==> src/rtl/sprite_rom_arbiter.sv <==
// Round-robin sharing of one synchronous sprite ROM port among the pixel renderers,
// with a tagged return pipeline that routes each fetched pixel bit back to its owner.
module sprite_rom_arbiter #(
  parameter int NREQ   = 3,
  parameter int ADDR_W = 8,
  parameter int SEL_W  = 3,
  parameter int LAT    = 1
) (
  input  logic                    clk,
  input  logic                    rst_n,
  input  logic [NREQ-1:0]         i_req,
  input  logic [NREQ*ADDR_W-1:0]  i_addr,
  input  logic [NREQ*SEL_W-1:0]   i_sel,
  input  logic                    i_frame_start,
  output logic [NREQ-1:0]         o_gnt,
  output logic                    o_rom_en,
  output logic [ADDR_W-1:0]       o_rom_addr,
  output logic [SEL_W-1:0]        o_rom_sel,
  input  logic                    i_rom_data,
  output logic [NREQ-1:0]         o_data,
  output logic [NREQ-1:0]         o_valid
);

  localparam int PW = (NREQ > 1) ? $clog2(NREQ) : 1;

  logic [NREQ-1:0]   gnt_q, gnt_d;
  logic              rom_en_q;
  logic [ADDR_W-1:0] rom_addr_q, rom_addr_d;
  logic [SEL_W-1:0]  rom_sel_q, rom_sel_d;
  logic [PW-1:0]     ptr_q, ptr_d, ptr_eff, win;
  logic [PW:0]       idx;
  logic              found, any_elig;
  logic [NREQ-1:0]   elig, data_q, valid_q, tag_out;
  logic [NREQ-1:0]   tag_q [LAT];

  always_comb begin
    elig       = i_req & ~gnt_q;
    any_elig   = |elig;
    ptr_eff    = i_frame_start ? '0 : ptr_q;
    win        = ptr_eff;
    found      = 1'b0;
    idx        = '0;
    gnt_d      = '0;
    rom_addr_d = rom_addr_q;
    rom_sel_d  = rom_sel_q;
    // Scan ptr_eff, ptr_eff+1, ... modulo NREQ; first eligible index wins.
    for (int i = 0; i < NREQ; i++) begin
      idx = {1'b0, ptr_eff} + (PW+1)'(i);
      if (idx >= (PW+1)'(NREQ)) idx = idx - (PW+1)'(NREQ);
      if (!found && elig[idx[PW-1:0]]) begin
        found = 1'b1;
        win   = idx[PW-1:0];
      end
    end
    for (int k = 0; k < NREQ; k++) begin
      if (any_elig && win == PW'(k)) begin
        gnt_d[k]   = 1'b1;
        rom_addr_d = i_addr[k*ADDR_W +: ADDR_W];
        rom_sel_d  = i_sel[k*SEL_W +: SEL_W];
      end
    end
    ptr_d = ptr_eff;
    if (any_elig) ptr_d = (win == PW'(NREQ-1)) ? '0 : win + PW'(1);
  end

  assign tag_out = tag_q[LAT-1];

  always_ff @(posedge clk or negedge rst_n) begin
    if (!rst_n) begin
      gnt_q      <= '0;
      rom_en_q   <= 1'b0;
      rom_addr_q <= '0;
      rom_sel_q  <= '0;
      ptr_q      <= '0;
      data_q     <= '0;
      valid_q    <= '0;
      for (int i = 0; i < LAT; i++) tag_q[i] <= '0;
    end else begin
      gnt_q      <= gnt_d;
      rom_en_q   <= any_elig;
      rom_addr_q <= rom_addr_d;
      rom_sel_q  <= rom_sel_d;
      ptr_q      <= ptr_d;
      tag_q[0]   <= gnt_q;
      for (int i = 1; i < LAT; i++) tag_q[i] <= tag_q[i-1];
      // Tag leaving the pipeline lines up with the ROM bit of the same read.
      valid_q    <= tag_out;
      data_q     <= (data_q & ~tag_out) | (tag_out & {NREQ{i_rom_data}});
    end
  end

  assign o_gnt      = gnt_q;
  assign o_rom_en   = rom_en_q;
  assign o_rom_addr = rom_addr_q;
  assign o_rom_sel  = rom_sel_q;
  assign o_data     = data_q;
  assign o_valid    = valid_q;

endmodule

==> config.mk <==
export PLATFORM = sky130hd
export DESIGN_NAME = sprite_rom_arbiter
export DESIGN_NICKNAME = d
export VERILOG_FILES = /design/src/rtl/sprite_rom_arbiter.sv
export SDC_FILE = /design/constraint.sdc
export NUM_CORES = 1
export LEC_CHECK = 0
export ABC_AREA = 1
export BUFFER_PORTS_ARGS = -buffer_cell sky130_fd_sc_hd__clkbuf_2
export CORE_MARGIN = 1
export CORE_UTILIZATION = 38
export DETAILED_ROUTE_END_ITERATION = 6
export GPL_TIMING_DRIVEN = 0
export PLACE_DENSITY = 0.68
export SLEW_MARGIN = 20
export SYNTH_ARGS = -nofsm -noshare
export SYNTH_HDL_FRONTEND = slang
export SYNTH_SLANG_ARGS = --single-unit
==> constraint.sdc <==
create_clock -name clk -period 1.95 [get_ports clk]
set_input_delay 0.39 -clock clk [delete_from_list [all_inputs] [get_ports clk]]
set_output_delay 0.39 -clock clk [all_outputs]
set_load 0.005 [all_outputs]
Word-level counts from Yosys, hierarchy flattened
Cells that the tools add are included.
{ "totals": {"reg_bits": 26, "latchBits": 0, "ram_bits": 0, "rom_bits": 0, "inputBits": 40, "output_inout_bits": 21, "memories": 0} }
{ "op_classes": {"add_sub_neg": 6, "mul": 0, "div_mod_pow": 0, "magnitude_cmp": 6, "n_eq_ne": 2, "shift": 0, "n_mux": 26, "bitwise_logic": 6, "n_reduce_logical": 10} }
{ "ops": {"columns": ["cell", "count"], "rows": [
  ["8-bit two-way mux", 3],
  ["2-bit two-way mux", 9],
  ["3-bit AND", 3],
  ["2-bit by 3-bit less-than comparator with 1-bit output (second input constant)", 3],
  ["3-bit two-way mux", 3],
  ["1-bit two-way mux", 8],
  ["1-bit binary-select mux with 2-bit select", 3],
  ["3-bit by 2-bit >= comparator with 1-bit output (second input constant)", 2],
  ["3-bit NOT", 2],
  ["2-bit subtractor (second input constant)", 3],
  ["1-bit logical AND", 5],
  ["2-bit by 1-bit adder with 3-bit output (second input constant)", 1],
  ["2-bit by 2-bit adder with 3-bit output (second input constant)", 1],
  ["3-bit OR", 1],
  ["3-bit nonzero test", 1],
  ["3-bit OR reduction", 1],
  ["2-bit by 1-bit adder with 2-bit output (second input constant)", 1],
  ["2-bit by 1-bit == test with 1-bit output (second input constant)", 1],
  ["2-bit == test (second input constant)", 1],
  ["2-bit >= comparator (second input constant)", 1],
  ["1-bit logical NOT", 2],
  ["2-bit logical NOT", 1]
]} }

Longest topological paths before layout
Gate-level depths: netlist of the first run.
{ "logic_depth": {"ltp_word": 17, "ltp_mapped": 18} }

Least setup slack after synthesis of the first run
Ideal clock, no wire load.
{ "synth_path": {"kind": "input-to-reg", "from": "in i_frame_start", "to": "reg rom_addr_q[0], in the netlist o_rom_addr[0]", "setup_ns": 0.116, "arrival_ns": 2.044, "t_required_ns": 1.834, "slack_ns": -0.210, "stages": 16, "n_path_buf": 1, "cell_sequence": "inv_2 > nand2_1 > ha_1 > inv_1 > nand2_1 > nand3b_1 > nand2_1 > nor2_2 > nand3_1 > nand2_4 > nand3_2 > buf_6 > nand2_1 > nand3_1 > nand2_1 > nand2_1"} }
{ "synth_via": {"elab_chain_len": 16} }
{ "synth_rtl": {"columns": ["element", "line", "text"], "rows": [
  ["from (decl)", "14", "input logic i_frame_start,"],
  ["2-bit two-way mux (*)", "39", "ptr_eff = i_frame_start ? '0 : ptr_q;"],
  ["branches (longest 10 deep; another with 2-bit by 1-bit adder with 3-bit output)", null, null],
  ["2-bit two-way mux (*)", "50", "if (!found && elig[idx[PW-1:0]]) begin"],
  ["2-bit by 1-bit == test with 1-bit output", "56", "if (any_elig && win == PW'(k)) begin"],
  ["1-bit logical AND", "56", null],
  ["8-bit two-way mux (2 in series)", "56", null],
  ["to (signal assigned)", "81", "rom_addr_q <= rom_addr_d;"],
  ["to (decl)", "28", "logic [ADDR_W-1:0] rom_addr_q, rom_addr_d;"]
]} }
Every way passes the cells marked *. The select of a mux whose other input is x is not followed.
A chain may end at the register's enable or synchronous reset.

Worst setup path in the final report of the first run
{ "layout_path": {"from": "reg ptr_q[0]", "to": "reg rom_sel_q[1], in the netlist o_rom_sel[1]"} }
{ "layout_via": {"elab_chain_len": 16} }
{ "layout_rtl": {"columns": ["element", "line", "text"], "rows": [
  ["from (decl)", "30", "logic [PW-1:0] ptr_q, ptr_d, ptr_eff, win;"],
  ["from (signal assigned)", "83", "ptr_q <= ptr_d;"],
  ["2-bit two-way mux (*)", "39", null],
  ["branches (longest 10 deep; another with 2-bit by 1-bit adder with 3-bit output)", null, null],
  ["2-bit two-way mux (*)", "50", null],
  ["2-bit by 1-bit == test with 1-bit output", "56", null],
  ["1-bit logical AND", "56", null],
  ["3-bit two-way mux (2 in series)", "56", null],
  ["to (signal assigned)", "82", "rom_sel_q <= rom_sel_d;"],
  ["to (decl)", "29", "logic [SEL_W-1:0] rom_sel_q, rom_sel_d;"]
]} }
Marked as above.

==> out/results.ini, run 1 <==
[outcome]
status=complete, but fails checks
violations=negative setup slack

[placed_design]
gp_congestion=0.775
io_buffers=60
post-place-ws_ns=-0.373
dp_hpwl_microns=2710

[timing]
setup_tns_ns=-1.42
min_period_ns=2.10
fin_skew_ns=0.00140
slew_headroom_pct=56.6
fin_crit_sh_pct=108
rsz0062_at_grt=true
finalMaxSlewViolations=0
setup_viol=14
worst_slack_ns=-0.151
final-hold-violation-count=0
worst_pin_slew_ns=0.652
fmax_mhz=476

[yosys]
yosysWarnings=0
ys.flop_type=dfrtp_1
synthTopCellsByArea=dfrtp_1, nand2_1, nand3_1
syn_area_sq_um=1490
synth_nets=230
synth-edff-count=0
avgSynthCellArea_sq_um=7.87
yosysTopAreaCell=dfrtp_1
syn_inst=189
async_reset_ff_share_pct=100
synth_cell_types=26
yosysMostFrequentCell=nand2_1
synth_top_area_share_pct=43.7
ys_seq_area_share_pct=43.7
ys_top_cells_by_count=nand2_1, dfrtp_1, inv_1, nand3_1, nand4_1
synth_seq_cells=26

[global_route]
grt_use_met2_pct=35.4
antenna_found_initial=0
top_usage_layer=met2
grt_pass1_wl_microns=6430
grt_pass1_vias=1436
grt_use_total_pct=20.0
grt_overflow=0
use_met3_pct=3.35
grt_start_max_net_pins=27
grt_util_met1_pct=24.1

[route]
drt_pass1_iterations=4
wl_per_cell_microns=12.8
drc=0
drtAntennaViolNets=0
drt_wl_total_microns=3990
first_iter_violations=54
vias=1529
vias_per_cell=4.90

[floorplanning]
start_util_pct=40.0
io_pins=61
die_w_microns=64.6
dieArea_sq_um=4170
core_region_area_sq_um=3720
die_height_microns=64.6
rows=22

[clock_tree]
clk_pin_slew_ns=0.09
cts-root-buf=clkbuf_8
cts_tree=yes
clock_latency_ns=0.27
cts.sinks=26
clock_path_buffers=2
numCtsBuffers=3
holdBufCountCts=0
h-tree-depth=1

[power]
ir_drop_uv=743
p_leak_nw=1.20
p_per_area_nw_per_um2=1750

[finish]
finish.utilization_pct=57.8
areaGrowthSynthToFinish_pct=44.5
multi_input_area_sq_um=783
antenna_cells=0
fillCellCount=372
drive_above_1_share_pct=49.6
regArea_sq_um=652
nets=306

[worst_setup_path]
cp-start-kind=flip-flop
end_kind=flip-flop
worstSetupPathType=flip-flop to flip-flop
worstPathMaxFanout=6
crit_arrival_ns=2.27
cp.required_ns=2.12
rrSetupSlack_ns=-0.15

[flow_run]
drv_cap=0

[worst_hold_path]
hp-class=input port to async pin

[per-layer routing]
layer	vias to the layer above	part of all wire [%]
li1	758	-
met1	708	42
met4	0	1.5
met2	57	50
met3	6	5.6
met5	-	0
[cells in the final DEF (no fill, tap or decap)]
| master | n |
|---|---|
| nand4_1 | 11 |
| nand2_2 | 11 |
| nand3_2 | 8 |
| nor3_2 | 1 |
| bufinv_16 | 1 |
| dfrtp_2 | 1 |
| o21ai_0 | 4 |
| o21a_1 | 1 |
| nor2_1 | 1 |
| clkbuf_8 | 3 |
| nand2_1 | 51 |
| a21oi_2 | 1 |
| inv_4 | 2 |
| inv_2 | 6 |
| ha_4 | 1 |
| nor2_2 | 1 |
| o21ai_2 | 6 |
| nand3_4 | 2 |
| dfrtp_1 | 25 |
| buf_6 | 10 |
| inv_1 | 19 |
| mux2_2 | 3 |
| nand3_1 | 15 |
| clkbuf_1 | 1 |
| clkbuf_2 | 60 |
| buf_4 | 8 |
| o21ai_1 | 3 |
| nand2_4 | 3 |
| nand3b_1 | 1 |
| nor2_4 | 3 |
| a31oi_1 | 1 |
[worst max-delay path: stages (launching register included)]
cell      delay [ns]
dfrtp_1         0.40
inv_2           0.08
nor2_4          0.05
ha_4            0.30
inv_4           0.04
nand2_2         0.05
nand3b_1        0.09
nand2_2         0.13
nor2_4          0.06
nand2_2         0.07
nand3_2         0.10
nand2_4         0.12
nand3_4         0.12
buf_6           0.16
nand2_2         0.05
nand3_1         0.07
nand2_1         0.07
nand2_1         0.04
[worst paths after layout]
kind,from,cells after the start,end
hold / removal,rst_n,1,o_valid[0]
setup / recovery,ptr_q[0],17,o_rom_sel[1]
setup reg to reg,ptr_q[0],17,o_rom_sel[1]
hold reg to reg,tag_out[1],0,o_valid[1]
min in group clk,i_rom_data,2,flip-flop
max in group asynchronous,rst_n,1,ptr_q[1]
[logic make-up after synthesis]
family,count (synthesis),share of synthesized area [%]
mux,3,2.27
fa+ha+maj,1,0.841
buf+inv,35,11.0
simple gates,108,36.2
flops,26,43.7
compound gates,16,5.89
[metrics by stage]
| step | area, sq um | cells | hold WS [ns] | power [mW] |
|---|---|---|---|---|
| global route | 2150 | 312 | 0.171 | 4.11 |
| finish | 2150 | 312 | 0.129 | 3.77 |
| CTS | 2070 | 306 | 0.156 | 3.57 |
| detailed placement | 1890 | 297 | 0.369 | 2.86 |
| floorplan | 1530 | 189 | 0.0944 | 2.31 |
| global placement | 1890 | 297 | 0.367 | 2.81 |
[timing repair]
item	in CTS	in global routing
setup buffers	4	4
endpoints found under the setup margin	16	16
gates resized for setup	21	14
pin swaps	15	4
gates cloned	1	2
[cell type report]
type	count	area share [%]
multi-input cells	128	36.4
flip-flops and latches	26	30.3
well taps	48	2.79
plain buffers	8	3.49
repair buffers	71	18.7
clock buffers	3	1.92
inverters	27	4.95
clock inverters	1	1.40
[report_power, final]
group | total (mW) | switching, mW | internal (mW)
Clock | 0.449 | 0.175 | 0.275
Combinational | 2.40 | 1.35 | 1.05
Sequential | 0.922 | 0.131 | 0.792
Total | 3.77 | 1.65 | 2.12
Power figures use the tool's default switching activity.
==> inputs of run 2 (changes only) <==
--- a/config.mk
+++ b/config.mk
@@ -7,6 +7,7 @@
 export LEC_CHECK = 0
 export ABC_AREA = 1
 export BUFFER_PORTS_ARGS = -buffer_cell sky130_fd_sc_hd__clkbuf_2
+export CORE_ASPECT_RATIO = 0.75
 export CORE_MARGIN = 1
 export CORE_UTILIZATION = 38
 export DETAILED_ROUTE_END_ITERATION = 6
==> out/results.ini, run 2 (synthesized netlist as in run 1, its figures left out) <==
[outcome]
status=complete, but fails checks  ; unchanged
violations=negative setup slack  ; unchanged

[global_route]
grt_overflow=0  ; unchanged
antenna_found_initial=0  ; unchanged
grt_pass1_vias=1291  ; was 1436
grt_start_max_net_pins=27  ; unchanged
grt_pass1_wl_microns=5940  ; was 6430 microns
grt_use_total_pct=18.6  ; was 20.0%

[floorplanning]
core_region_area_sq_um=3710  ; was 3720 sq um
rows=19  ; was 22
dieArea_sq_um=4170  ; about the same
start_util_pct=40.1  ; was 40.0%
io_pins=61  ; unchanged
die_w_microns=74.3  ; was 64.6 microns
die_height_microns=56.2  ; was 64.6 microns

[worst_setup_path]
worstPathMaxFanout=5  ; was 6
cp-start-kind=flip-flop  ; unchanged
end_kind=flip-flop  ; unchanged
worstSetupPathType=flip-flop to flip-flop  ; unchanged
crit_arrival_ns=2.34  ; was 2.27 ns
rrSetupSlack_ns=-0.17  ; was -0.15 ns
reg2reg_from=ptr_q[0]  ; unchanged
cp.required_ns=2.16  ; was 2.12 ns
startpoint=ptr_q[0]  ; unchanged

[clock_tree]
cts_tree=yes  ; unchanged
h-tree-depth=1  ; unchanged
clock_latency_ns=0.27  ; about the same
clock_path_buffers=2  ; unchanged
cts.sinks=26  ; unchanged
cts-root-buf=clkbuf_8  ; unchanged
numCtsBuffers=3  ; unchanged
clk_pin_slew_ns=0.09  ; about the same
holdBufCountCts=0  ; unchanged

[finish]
final_cells=321  ; was 312
antenna_cells=0  ; unchanged
nets=311  ; was 306
final_design_area_no_fill_sq_um=2170  ; was 2150 sq um
final_cell_mix=clkbuf_2, nand2_1, dfrtp_1, inv_1, nand3_1  ; unchanged
mostFrequentLayoutCell=clkbuf_2  ; unchanged
fillCellCount=330  ; was 372
drive_above_1_share_pct=47.2  ; was 49.6%
areaGrowthSynthToFinish_pct=46.1  ; was 44.5%
finish.utilization_pct=58.6  ; was 57.8%

[placed_design]
dp.cells=301  ; was 297
dpl_cell_area_sq_um=1900  ; was 1890 sq um
io_buffers=60  ; unchanged
post-place-ws_ns=-0.371  ; was -0.373 ns
gp_congestion=0.827  ; was 0.775
dp_hpwl_microns=2600  ; was 2710 microns

[timing]
setup_tns_ns=-1.96  ; was -1.42 ns
final-hold-violation-count=0  ; unchanged
finalMaxSlewViolations=0  ; unchanged
min_period_ns=2.12  ; was 2.10 ns
slew_headroom_pct=57.4  ; was 56.6%
whs_ns=0.129  ; about the same
rsz0062_at_grt=true  ; unchanged
fmax_mhz=471  ; was 476 MHz
fin_crit_sh_pct=109  ; was 108%
worst_slack_ns=-0.174  ; was -0.151 ns
fin_skew_ns=0.00200  ; was 0.00140 ns
setup_viol=15  ; was 14
worst_pin_slew_ns=0.639  ; was 0.652 ns

[route]
first_iter_violations=111  ; was 54
wl_per_cell_microns=11.9  ; was 12.8 microns
drt_wl_total_microns=3820  ; was 3990 microns
drt_pass1_iterations=4  ; unchanged
drtAntennaViolNets=0  ; unchanged
vias=1512  ; was 1529
vias_per_cell=4.71  ; was 4.90
drc=0  ; unchanged

[power]
p_per_area_nw_per_um2=1770  ; was 1750 nW/um^2
ir_drop_uv=838  ; was 743 uV
total_power_mw=3.86  ; was 3.77 mW
p_leak_nw=1.22  ; was 1.20 nW

[flow_run]
drv_cap=0  ; unchanged

[worst_hold_path]
hp-class=input port to async pin  ; unchanged

run 2: cell count changes in the layout (fill, tap and decap cells not counted), moves of 2 or more:
cell	previous run	this run
buf_4	8	11
nand2_1	51	55
nand2_2	11	6
nand3_1	15	19
nand3_2	8	3
o21ai_1	3	5
o21ai_2	6	4
run 2: repair_timing:
item | in CTS | in global routing
buffers inserted | 8 | 4
pin swaps | 6 | 11
cloned | 3 | 1
resized for setup | 20 | 9
hold endpoints to repair | 0 | 0
endpoints found under the setup margin | 16 | 16
run 2: worst max-delay path, stage by stage (launching register included):
cell and delay (ns):
dfrtp_1 0.37, inv_2 0.06, nor2_4 0.13, ha_4 0.23
inv_4 0.07, nand2_2 0.04, nand3b_1 0.10, nand2_2 0.10
nor2_4 0.12, nand2_2 0.07, nand2_2 0.09, nand2_4 0.07
nor2_4 0.17, inv_4 0.07, buf_6 0.13, o21ai_2 0.12
nand2_1 0.06, nand2_1 0.06
run 2: where the power goes:
part / internal (mW) / switching [mW]
Clock: 0.274 / 0.162
Sequential: 0.792 / 0.135
Combinational: 1.13 / 1.36
Total: 2.19 / 1.66
run 2: layer usage:
metal,track usage [%],part of all wire [%],vias to the layer above
met1,27.1,48,681
met3,6.16,7.5,4
li1,-,-,768
met5,0,0,-
met2,27.5,44,59
met4,1.89,0.37,0
run 2: layout make-up:
| cell class | count | area [sq um] | area share [%] |
|---|---|---|---|
| clock buffers | 3 | 41.3 | 1.90 |
| flip-flops and latches | 26 | 652 | 30.0 |
| repair buffers | 76 | 440 | 20.3 |
| multi-input cells | 128 | 761 | 35.0 |
| clock inverters | 1 | 30.0 | 1.38 |
| plain buffers | 8 | 75.1 | 3.45 |
| well taps | 52 | 65.1 | 2.99 |
| inverters | 27 | 109 | 5.01 |
run 2: final timing paths:
check	to	cells after the start
worst min-delay path	o_rom_addr[4]	1
min in group clk	flip-flop	2
worst min register to register	o_valid[2]	0
max in group asynchronous	ptr_q[1]	1
worst max-delay path	o_rom_sel[0]	17
worst max register to register	o_rom_sel[0]	17
